**src/rtl/fpu_dispatch_pkg.sv**
```systemverilog
// Shared types and constants for the FPU op dispatcher.
// FSM encoding, command bundle, control-word reset value, ESC opcodes.
package fpu_dispatch_pkg;

    typedef enum logic [1:0] {
        ST_IDLE,
        ST_ISSUE,
        ST_WAIT,
        ST_RESP
    } state_e;

    localparam int CMD_W = 96;

    typedef struct packed {
        logic [7:0]  op;
        logic [7:0]  sel;
        logic [79:0] data;
    } cmd_t;

    localparam logic [15:0] CTRL_RST = 16'h037F;

    localparam logic [7:0] ESC_D8 = 8'hD8;
    localparam logic [7:0] ESC_D9 = 8'hD9;
    localparam logic [7:0] ESC_DB = 8'hDB;
    localparam logic [7:0] ESC_DD = 8'hDD;
    localparam logic [7:0] ESC_DF = 8'hDF;

endpackage

```
**src/rtl/fpu_op_dispatcher_if.sv**
```systemverilog
// CPU-side command/control/response bundle of the FPU op dispatcher.
// master = CPU side, slave = dispatcher.
interface fpu_op_dispatcher_if;

    logic        cmd_valid;
    logic        cmd_ready;
    logic [7:0]  cmd_op;
    logic [7:0]  cmd_sel;
    logic [79:0] cmd_data;
    logic        ctrl_wr;
    logic [15:0] ctrl_data;
    logic        flush;
    logic        res_valid;
    logic        res_ready;
    logic [79:0] res_data;
    logic [15:0] res_status;
    logic        res_error;
    logic        res_timeout;

    modport master (
        output cmd_valid, cmd_op, cmd_sel, cmd_data,
        output ctrl_wr, ctrl_data, flush, res_ready,
        input  cmd_ready, res_valid, res_data,
        input  res_status, res_error, res_timeout
    );

    modport slave (
        input  cmd_valid, cmd_op, cmd_sel, cmd_data,
        input  ctrl_wr, ctrl_data, flush, res_ready,
        output cmd_ready, res_valid, res_data,
        output res_status, res_error, res_timeout
    );

endinterface

```
**src/rtl/fpu_cmd_fifo.sv**
```systemverilog
// Synchronous command FIFO with flush and a registered not-full flag.
// Pointers carry one extra wrap bit to tell full from empty.
module fpu_cmd_fifo
    import fpu_dispatch_pkg::*;
#(
    parameter int DEPTH = 4,
    parameter int W     = CMD_W
) (
    input  logic         clk,
    input  logic         reset,
    input  logic         push_i,
    input  logic [W-1:0] data_i,
    input  logic         pop_i,
    input  logic         flush_i,
    output logic [W-1:0] data_o,
    output logic         empty_o,
    output logic         ready_o
);

    localparam int AW = $clog2(DEPTH);

    logic [W-1:0] mem_q [DEPTH];
    logic [AW:0]  wr_q, wr_d, rd_q, rd_d;
    logic         ready_q, ready_d;
    logic         full, do_push, do_pop;

    assign empty_o = (wr_q == rd_q);
    assign full    = (wr_q[AW] != rd_q[AW]) &&
                     (wr_q[AW-1:0] == rd_q[AW-1:0]);
    assign do_push = push_i && !full && !flush_i;
    assign do_pop  = pop_i && !empty_o && !flush_i;
    assign data_o  = mem_q[rd_q[AW-1:0]];
    assign ready_o = ready_q;

    always_comb begin
        wr_d = wr_q + {{AW{1'b0}}, do_push};
        rd_d = rd_q + {{AW{1'b0}}, do_pop};
        if (flush_i) begin
            wr_d = '0;
            rd_d = '0;
        end
        ready_d = !((wr_d[AW] != rd_d[AW]) &&
                    (wr_d[AW-1:0] == rd_d[AW-1:0]));
    end

    always_ff @(posedge clk or posedge reset) begin
        if (reset) begin
            wr_q    <= '0;
            rd_q    <= '0;
            ready_q <= 1'b1;
        end else begin
            wr_q    <= wr_d;
            rd_q    <= rd_d;
            ready_q <= ready_d;
        end
    end

    always_ff @(posedge clk) begin
        if (do_push) mem_q[wr_q[AW-1:0]] <= data_i;
    end

endmodule

```
**src/rtl/fpu_op_dispatcher.sv**
```systemverilog
// FPU command sequencer: queues ESC ops, issues one at a time, returns results.
// Define FPU_TIMEOUT_EN to add the WAIT watchdog and stale-completion guard.
module fpu_op_dispatcher
    import fpu_dispatch_pkg::*;
#(
    parameter int DEPTH          = 4,
    parameter int TIMEOUT_CYCLES = 1023
) (
    input  logic                clk,
    input  logic                reset,
    fpu_op_dispatcher_if.slave  host,
    output logic                core_start,
    output logic [7:0]          core_op,
    output logic [7:0]          core_sel,
    output logic [79:0]         core_data,
    input  logic                core_complete,
    input  logic [79:0]         core_result,
    input  logic [15:0]         core_status,
    input  logic                core_error,
    output logic [15:0]         core_ctrl,
    output logic                core_ctrl_update,
    output logic                busy,
    output logic [15:0]         issued_count
);

    state_e      state_q, state_d;
    cmd_t        cmd_in, head, op_q, op_d;
    logic [79:0] rdata_q, rdata_d;
    logic [15:0] rstat_q, rstat_d;
    logic        rerr_q, rerr_d, rtmo_q, rtmo_d;
    logic [15:0] ctrl_q, ctrl_d, cbuf_q, cbuf_d;
    logic        upd_q, upd_d, pend_q, pend_d;
    logic [15:0] cnt_q, cnt_d;
    logic        fifo_empty, fifo_ready, apply;
    logic        stale, tmo_hit;

    assign cmd_in = '{op: host.cmd_op, sel: host.cmd_sel, data: host.cmd_data};

    fpu_cmd_fifo #(.DEPTH(DEPTH), .W(CMD_W)) u_fifo (
        .clk     (clk),
        .reset   (reset),
        .push_i  (host.cmd_valid && fifo_ready),
        .data_i  (cmd_in),
        .pop_i   (state_q == ST_ISSUE),
        .flush_i (host.flush),
        .data_o  (head),
        .empty_o (fifo_empty),
        .ready_o (fifo_ready)
    );

`ifdef FPU_TIMEOUT_EN
    localparam int TW = $clog2(TIMEOUT_CYCLES + 1);
    logic [TW-1:0] tmo_q, tmo_d;
    logic          stale_q, stale_d;

    assign stale   = stale_q;
    assign tmo_hit = (state_q == ST_WAIT) && !core_complete &&
                     (tmo_q == TW'(TIMEOUT_CYCLES - 1));

    always_comb begin
        tmo_d   = (state_q == ST_WAIT) ? tmo_q + TW'(1) : '0;
        stale_d = stale_q;
        if (tmo_hit) stale_d = 1'b1;
        else if (core_complete || host.flush) stale_d = 1'b0;
    end

    always_ff @(posedge clk or posedge reset) begin
        if (reset) begin
            tmo_q   <= '0;
            stale_q <= 1'b0;
        end else begin
            tmo_q   <= tmo_d;
            stale_q <= stale_d;
        end
    end
`else
    logic unused_tmo;
    assign unused_tmo = |TIMEOUT_CYCLES;
    assign stale      = 1'b0;
    assign tmo_hit    = 1'b0;
`endif

    always_ff @(posedge clk or posedge reset) begin
        if (reset) begin
            state_q <= ST_IDLE;
            op_q    <= '0;
            rdata_q <= '0;
            rstat_q <= '0;
            rerr_q  <= 1'b0;
            rtmo_q  <= 1'b0;
            ctrl_q  <= CTRL_RST;
            cbuf_q  <= '0;
            upd_q   <= 1'b0;
            pend_q  <= 1'b0;
            cnt_q   <= '0;
        end else begin
            state_q <= state_d;
            op_q    <= op_d;
            rdata_q <= rdata_d;
            rstat_q <= rstat_d;
            rerr_q  <= rerr_d;
            rtmo_q  <= rtmo_d;
            ctrl_q  <= ctrl_d;
            cbuf_q  <= cbuf_d;
            upd_q   <= upd_d;
            pend_q  <= pend_d;
            cnt_q   <= cnt_d;
        end
    end

    always_comb begin
        state_d = state_q;
        op_d    = op_q;
        rdata_d = rdata_q;
        rstat_d = rstat_q;
        rerr_d  = rerr_q;
        rtmo_d  = rtmo_q;
        unique case (state_q)
            ST_IDLE: begin
                // a pending control write or a flush holds off issue
                if (!pend_q && !fifo_empty && !stale && !host.flush) begin
                    state_d = ST_ISSUE;
                    op_d    = head;
                end
            end
            ST_ISSUE: state_d = ST_WAIT;
            ST_WAIT: begin
                if (core_complete) begin
                    state_d = ST_RESP;
                    rdata_d = core_result;
                    rstat_d = core_status;
                    rerr_d  = core_error;
                    rtmo_d  = 1'b0;
                end else if (tmo_hit) begin
                    state_d = ST_RESP;
                    rdata_d = '0;
                    rstat_d = core_status;
                    rerr_d  = 1'b1;
                    rtmo_d  = 1'b1;
                end
            end
            ST_RESP: if (host.res_ready) state_d = ST_IDLE;
            default: state_d = ST_IDLE;
        endcase

        apply  = (state_q == ST_IDLE) && pend_q;
        ctrl_d = apply ? cbuf_q : ctrl_q;
        upd_d  = apply;
        cbuf_d = host.ctrl_wr ? host.ctrl_data : cbuf_q;
        pend_d = host.ctrl_wr ? 1'b1 : (apply ? 1'b0 : pend_q);
        cnt_d  = cnt_q + {15'd0, state_q == ST_ISSUE};
    end

    always_comb begin
        core_start       = (state_q == ST_ISSUE);
        core_op          = op_q.op;
        core_sel         = op_q.sel;
        core_data        = op_q.data;
        core_ctrl        = ctrl_q;
        core_ctrl_update = upd_q;
        busy             = (state_q != ST_IDLE) || !fifo_empty;
        issued_count     = cnt_q;
        host.cmd_ready   = fifo_ready;
        host.res_valid   = (state_q == ST_RESP);
        host.res_data    = rdata_q;
        host.res_status  = rstat_q;
        host.res_error   = rerr_q;
        host.res_timeout = rtmo_q;
    end

endmodule

```
**src/flat_wrapper.sv**
```systemverilog
// flat-port wrapper written by rule: the top's interface ports become plain ports
module fpu_op_dispatcher_flat import fpu_dispatch_pkg::*;
#(
    parameter int DEPTH          = 4,
    parameter int TIMEOUT_CYCLES = 1023
)
  (clk, reset, core_start, core_op, core_sel, core_data, core_complete, core_result, core_status, core_error, core_ctrl, core_ctrl_update, busy, issued_count, host_cmd_valid, host_cmd_op, host_cmd_sel, host_cmd_data, host_ctrl_wr, host_ctrl_data, host_flush, host_res_ready, host_cmd_ready, host_res_valid, host_res_data, host_res_status, host_res_error, host_res_timeout);
  fpu_op_dispatcher_if host_i ();
  input  logic clk;
  input  logic reset;
  output logic core_start;
  output logic [7:0] core_op;
  output logic [7:0] core_sel;
  output logic [79:0] core_data;
  input  logic core_complete;
  input  logic [79:0] core_result;
  input  logic [15:0] core_status;
  input  logic core_error;
  output logic [15:0] core_ctrl;
  output logic core_ctrl_update;
  output logic busy;
  output logic [15:0] issued_count;
  input wire logic [$bits(host_i.cmd_valid)-1:0] host_cmd_valid;
  input wire logic [$bits(host_i.cmd_op)-1:0] host_cmd_op;
  input wire logic [$bits(host_i.cmd_sel)-1:0] host_cmd_sel;
  input wire logic [$bits(host_i.cmd_data)-1:0] host_cmd_data;
  input wire logic [$bits(host_i.ctrl_wr)-1:0] host_ctrl_wr;
  input wire logic [$bits(host_i.ctrl_data)-1:0] host_ctrl_data;
  input wire logic [$bits(host_i.flush)-1:0] host_flush;
  input wire logic [$bits(host_i.res_ready)-1:0] host_res_ready;
  output wire logic [$bits(host_i.cmd_ready)-1:0] host_cmd_ready;
  output wire logic [$bits(host_i.res_valid)-1:0] host_res_valid;
  output wire logic [$bits(host_i.res_data)-1:0] host_res_data;
  output wire logic [$bits(host_i.res_status)-1:0] host_res_status;
  output wire logic [$bits(host_i.res_error)-1:0] host_res_error;
  output wire logic [$bits(host_i.res_timeout)-1:0] host_res_timeout;
  assign host_i.cmd_valid = host_cmd_valid;
  assign host_i.cmd_op = host_cmd_op;
  assign host_i.cmd_sel = host_cmd_sel;
  assign host_i.cmd_data = host_cmd_data;
  assign host_i.ctrl_wr = host_ctrl_wr;
  assign host_i.ctrl_data = host_ctrl_data;
  assign host_i.flush = host_flush;
  assign host_i.res_ready = host_res_ready;
  assign host_cmd_ready = host_i.cmd_ready;
  assign host_res_valid = host_i.res_valid;
  assign host_res_data = host_i.res_data;
  assign host_res_status = host_i.res_status;
  assign host_res_error = host_i.res_error;
  assign host_res_timeout = host_i.res_timeout;
  fpu_op_dispatcher #(.DEPTH(DEPTH), .TIMEOUT_CYCLES(TIMEOUT_CYCLES)) u_core (.clk(clk), .reset(reset), .host(host_i), .core_start(core_start), .core_op(core_op), .core_sel(core_sel), .core_data(core_data), .core_complete(core_complete), .core_result(core_result), .core_status(core_status), .core_error(core_error), .core_ctrl(core_ctrl), .core_ctrl_update(core_ctrl_update), .busy(busy), .issued_count(issued_count));
endmodule
```
**config.mk**
```make
export PLATFORM = sky130hd
export DESIGN_NAME = fpu_op_dispatcher_flat
export DESIGN_NICKNAME = d
export VERILOG_FILES = /design/src/rtl/fpu_dispatch_pkg.sv /design/src/rtl/fpu_op_dispatcher_if.sv /design/src/rtl/fpu_cmd_fifo.sv /design/src/rtl/fpu_op_dispatcher.sv /design/src/flat_wrapper.sv
export SDC_FILE = /design/constraint.sdc
export NUM_CORES = 1
export LEC_CHECK = 0
export ABC_AREA = 0
export ABC_CLOCK_PERIOD_IN_PS = 16500
export CAP_MARGIN = 20
export CORE_MARGIN = 2
export CORE_UTILIZATION = 52
export CTS_CLUSTER_SIZE = 40
export DETAILED_ROUTE_END_ITERATION = 10
export MAX_ROUTING_LAYER = met4
export PLACE_DENSITY = 0.8
export SLEW_MARGIN = 20
export SYNTH_ARGS = -nofsm -noshare
export SYNTH_HDL_FRONTEND = slang
export SYNTH_SLANG_ARGS = --single-unit
```
**constraint.sdc**
```tcl
create_clock -name clk -period 16.5 [get_ports clk]
set_input_delay 3.3 -clock clk [delete_from_list [all_inputs] [get_ports clk]]
set_output_delay 3.3 -clock clk [all_outputs]
set_load 0.01 [all_outputs]
```
==> out/qor.txt <==
DRT Pass-1 Iters: 5
Combinational fraction of design power: 23.0%
Met3 wire len: 3966 µm
Crit path DAT: 2.72 ns
FP Rows: 77
Post-Synthesis Cells: 1100
Core area: 0.04441 mm²
Adder-Cell Fraction of Synth Area: 0.5865%
Hold crit path type: reg2reg
Number of synthesized register bits: 636
# Post-CTS Setup Buffers: 0
Post-synth EDFFs: 384
Seq. cell area: 0.01786 mm²
Maximum vdd drop: 92.30 µV
Critical R2R Launch: u_core.u_fifo.rd_q[1]
Synth Area in Compound Gates: 0.2026%
Initial Utilization: 52.83%
XOR/XNOR share of the synthesized area: 0.8958%
CTS max path bufs: 3
Critical-path top delay cell: dfrtp_4
PD cells: 147.8 mW/mm²
Crit path launch type: flip-flop
Fmax: 0.1662 GHz
IO Pins: 447
Hold endpoint: u_core.issued_count[15]
CTS Root Buffer Type: clkbuf_16
CP delay by family, top: flip-flops
CP max stage delay: 0.93 ns
Vias in the first global route: 12920
Final-report hold violation count: 0
Post-synth ARST share: 39.62%
Crit path required time: 13.20 ns
1st-iter DRT viols: 827
Clock-pin transition on the worst setup and hold timing paths: 0.06 ns
P_leak: 0.01128 µW
Layout Cells excl Fill: 2231
Clock period minus worst slack: 6.018 ns
Max Clock Skew: 0.01363 ns
RePlAce Congestion: 0.8308
Synth warn: 0
CP Cell Sequence: xor2_1, nor3_2, nand2_1, clkdlybuf4s50_1
Via Count: 12100
Worst-Margin Slew: 1.037 ns
Crit path buffers/inverters: 1
DP HPWL: 33570 µm
Worst-Skew Late Latency: 0.61 ns
Total GRT Usage: 23.59%
Reg2reg path depth: 5
First-pass GRT wire length: 79430 µm
Initial antenna violation count: 10
Drt drc: 0
Count of cell types in the netlist: 32
Endpoints failing setup: 0
Final TNS setup: 0 ns
Chip width: 216.4 µm
Pint: 3398 µW
Ys flop type: edfxtp_1
Vias/cell: 5.425
TritonCTS clock tree: done
Max layer used: met4
Slew Limit Fails: 0
Sw power: 1136 µW
Cells resized by post-CTS repair: 0
Hold buffer count at cts: 0
Sw Ratio: 25.06%
Hold Path Depth: 1
WL/cell: 23.82 µm
Fin crit share: 36.47%
RSZ-0062 raised after global routing: no
Met2 WL post-DR: 26770 µm
H-tree level count: 2
Max Cap Violations: 0
Post-DRT Antenna Nets: 0
Gr ovfl total: 0
Setup CP Type: reg2out
Multi-input gate area: 0.005383 mm²
Cts bufs inserted: 61
Hold path start: u_core.issued_count[15]
Synthesis-to-finish area growth: 30.73%
Largest family of logic cells by synthesized area: multiplexers
Syn Area/Cell: 21.33 µm²
Syn Nets: 1327
DRT met1 WL: 19930 µm
Die ar.: 0.04684 mm²
CTS Sinks: 636
Sequential Power Share: 45.7%
Layout cell share with drive strength beyond 1: 27.75%
# nets final: 1804
WL final: 53130 µm
Buffers added on ports: 445
Simple-gate area share of the yosys netlist: 1.002%
Status: completed
Fill cells: 2859
Dpl cells: 2106
Register area share after synthesis: 76.07%
Crit. End Element: output pin
Cell Area, Synth: 0.02347 mm²
Rel. slew slack: 30.90%
Mux share of post-synthesis cell area: 20.10%
Die Y: 216.4 µm
CP Max Fanout: 53
Worst R2R End: u_core.u_fifo.mem_q[0][19]
Power share of the clock group: 31.3%
Largest net degree at the start of global routing: 135
Reg2reg setup slack: 12.95 ns
Total power: 4534 µW
stage by stage:
stage | worst slack, ns | hold slack [ns] | area [µm²] | util [%]
final | 10.48 | 0.4769 | 30680 | 69.07
after detailed placement | 10.17 | 0.4691 | 28600 | 64.39
after CTS | 10.35 | 0.4771 | 30650 | 69.01
after global placement | 10.25 | 0.4647 | 28600 | 64.39
after global routing | 10.27 | 0.4979 | 30680 | 69.07
after floorplan | 2.073 | 0.4767 | 23470 | -
power by group through the flow:
| stage | Clock (µW) | Combinational [µW] | Sequential, µW |
|---|---|---|---|
| after floorplan | 0 | 348 | 2180 |
| after global placement | 0 | 1030 | 2080 |
| after detailed placement | 0 | 1050 | 2100 |
| after CTS | 1450 | 1060 | 2070 |
| after global routing | 1510 | 1100 | 2100 |
| final | 1420 | 1040 | 2070 |
cells in the mapped netlist (3+ instances only):
library cell	instances	share of area (%)
edfxtp_1	384	49
dfrtp_1	242	26
mux2_2	226	11
mux4_2	96	9.2
clkbuf_1	19	0.30
xnor2_1	16	0.60
buf_2	13	0.28
ha_1	11	0.59
dfstp_2	10	1.1
nand2_1	10	0.16
buf_1	9	0.14
inv_1	9	0.14
nand3_1	8	0.17
xor2_1	8	0.30
nor2_1	7	0.11
and3_1	4	0.11
buf_6	4	0.19
nor2b_1	4	0.11
nor3_1	3	0.064
routing by layer:
| layer | vias to the layer above | track usage (%) |
|---|---|---|
| met2 | 464 | 38.31 |
| met1 | 6266 | 27.89 |
| met4 | 0 | 10.96 |
| met3 | 107 | 5.993 |
| met5 | - | - |
| li1 | 5266 | - |
cells in the final DEF, fill, tap and decap left out, drive strengths merged, types with 7 or more instances in the layout:
cell / n
clkdlybuf4s50: 445
edfxtp: 384
dfrtp: 242
mux2: 226
mux4: 96
clkbuf: 70
clkinv: 29
xnor2: 16
buf: 16
ha: 11
inv: 11
diode: 10
bufinv: 10
dfstp: 10
nand2: 10
xor2: 8
nand3: 8
nor2: 7
layout make-up:
cell class                 instances  area share, %
multi-input combinational        408          17.55
tap                              592          2.415
clock buffer                      70          5.119
timing repair buffer             461          14.91
inverter                           9         0.1346
antenna                           10        0.08158
clock inverter                    45          1.578
sequential                       636          58.21
worst max path at each step:
stage | cells past startpoint | end | from | slack (ns)
detailed placement | 6 | u_core.u_fifo.mem_q[0][14] | host_flush | 10.17
global route | 4 | busy | u_core.u_fifo.rd_q[1] | 10.27
finish | 4 | busy | u_core.u_fifo.rd_q[1] | 10.48
global placement | 6 | u_core.u_fifo.mem_q[0][15] | host_flush | 10.25
floorplan | 4 | u_core.u_fifo.mem_q[0][0] | host_flush | 2.07
CTS | 4 | busy | u_core.u_fifo.rd_q[1] | 10.35
state kept, by name (all words and copies together), names as in the netlist, 8 cells and up:
name and flops:
u_core.host.res_status 16, u_core.cbuf_q 16, u_core.issued_count 16, u_core.core_op 8
u_core.u_fifo.mem_q 384, u_core.core_sel 8, u_core.core_ctrl 16, u_core.host.res_data 80
u_core.core_data 80
logic make-up after synthesis:
family | Yosys count
multiplexers | 323
AO/OA/AOI/OAI | 6
adder cells (fa/ha/maj) | 11
AND/OR/NAND/NOR | 43
XOR/XNOR | 24
buffers and inverters | 56
flip-flops | 636
other | 1
(Power assumes the default switching activity.)
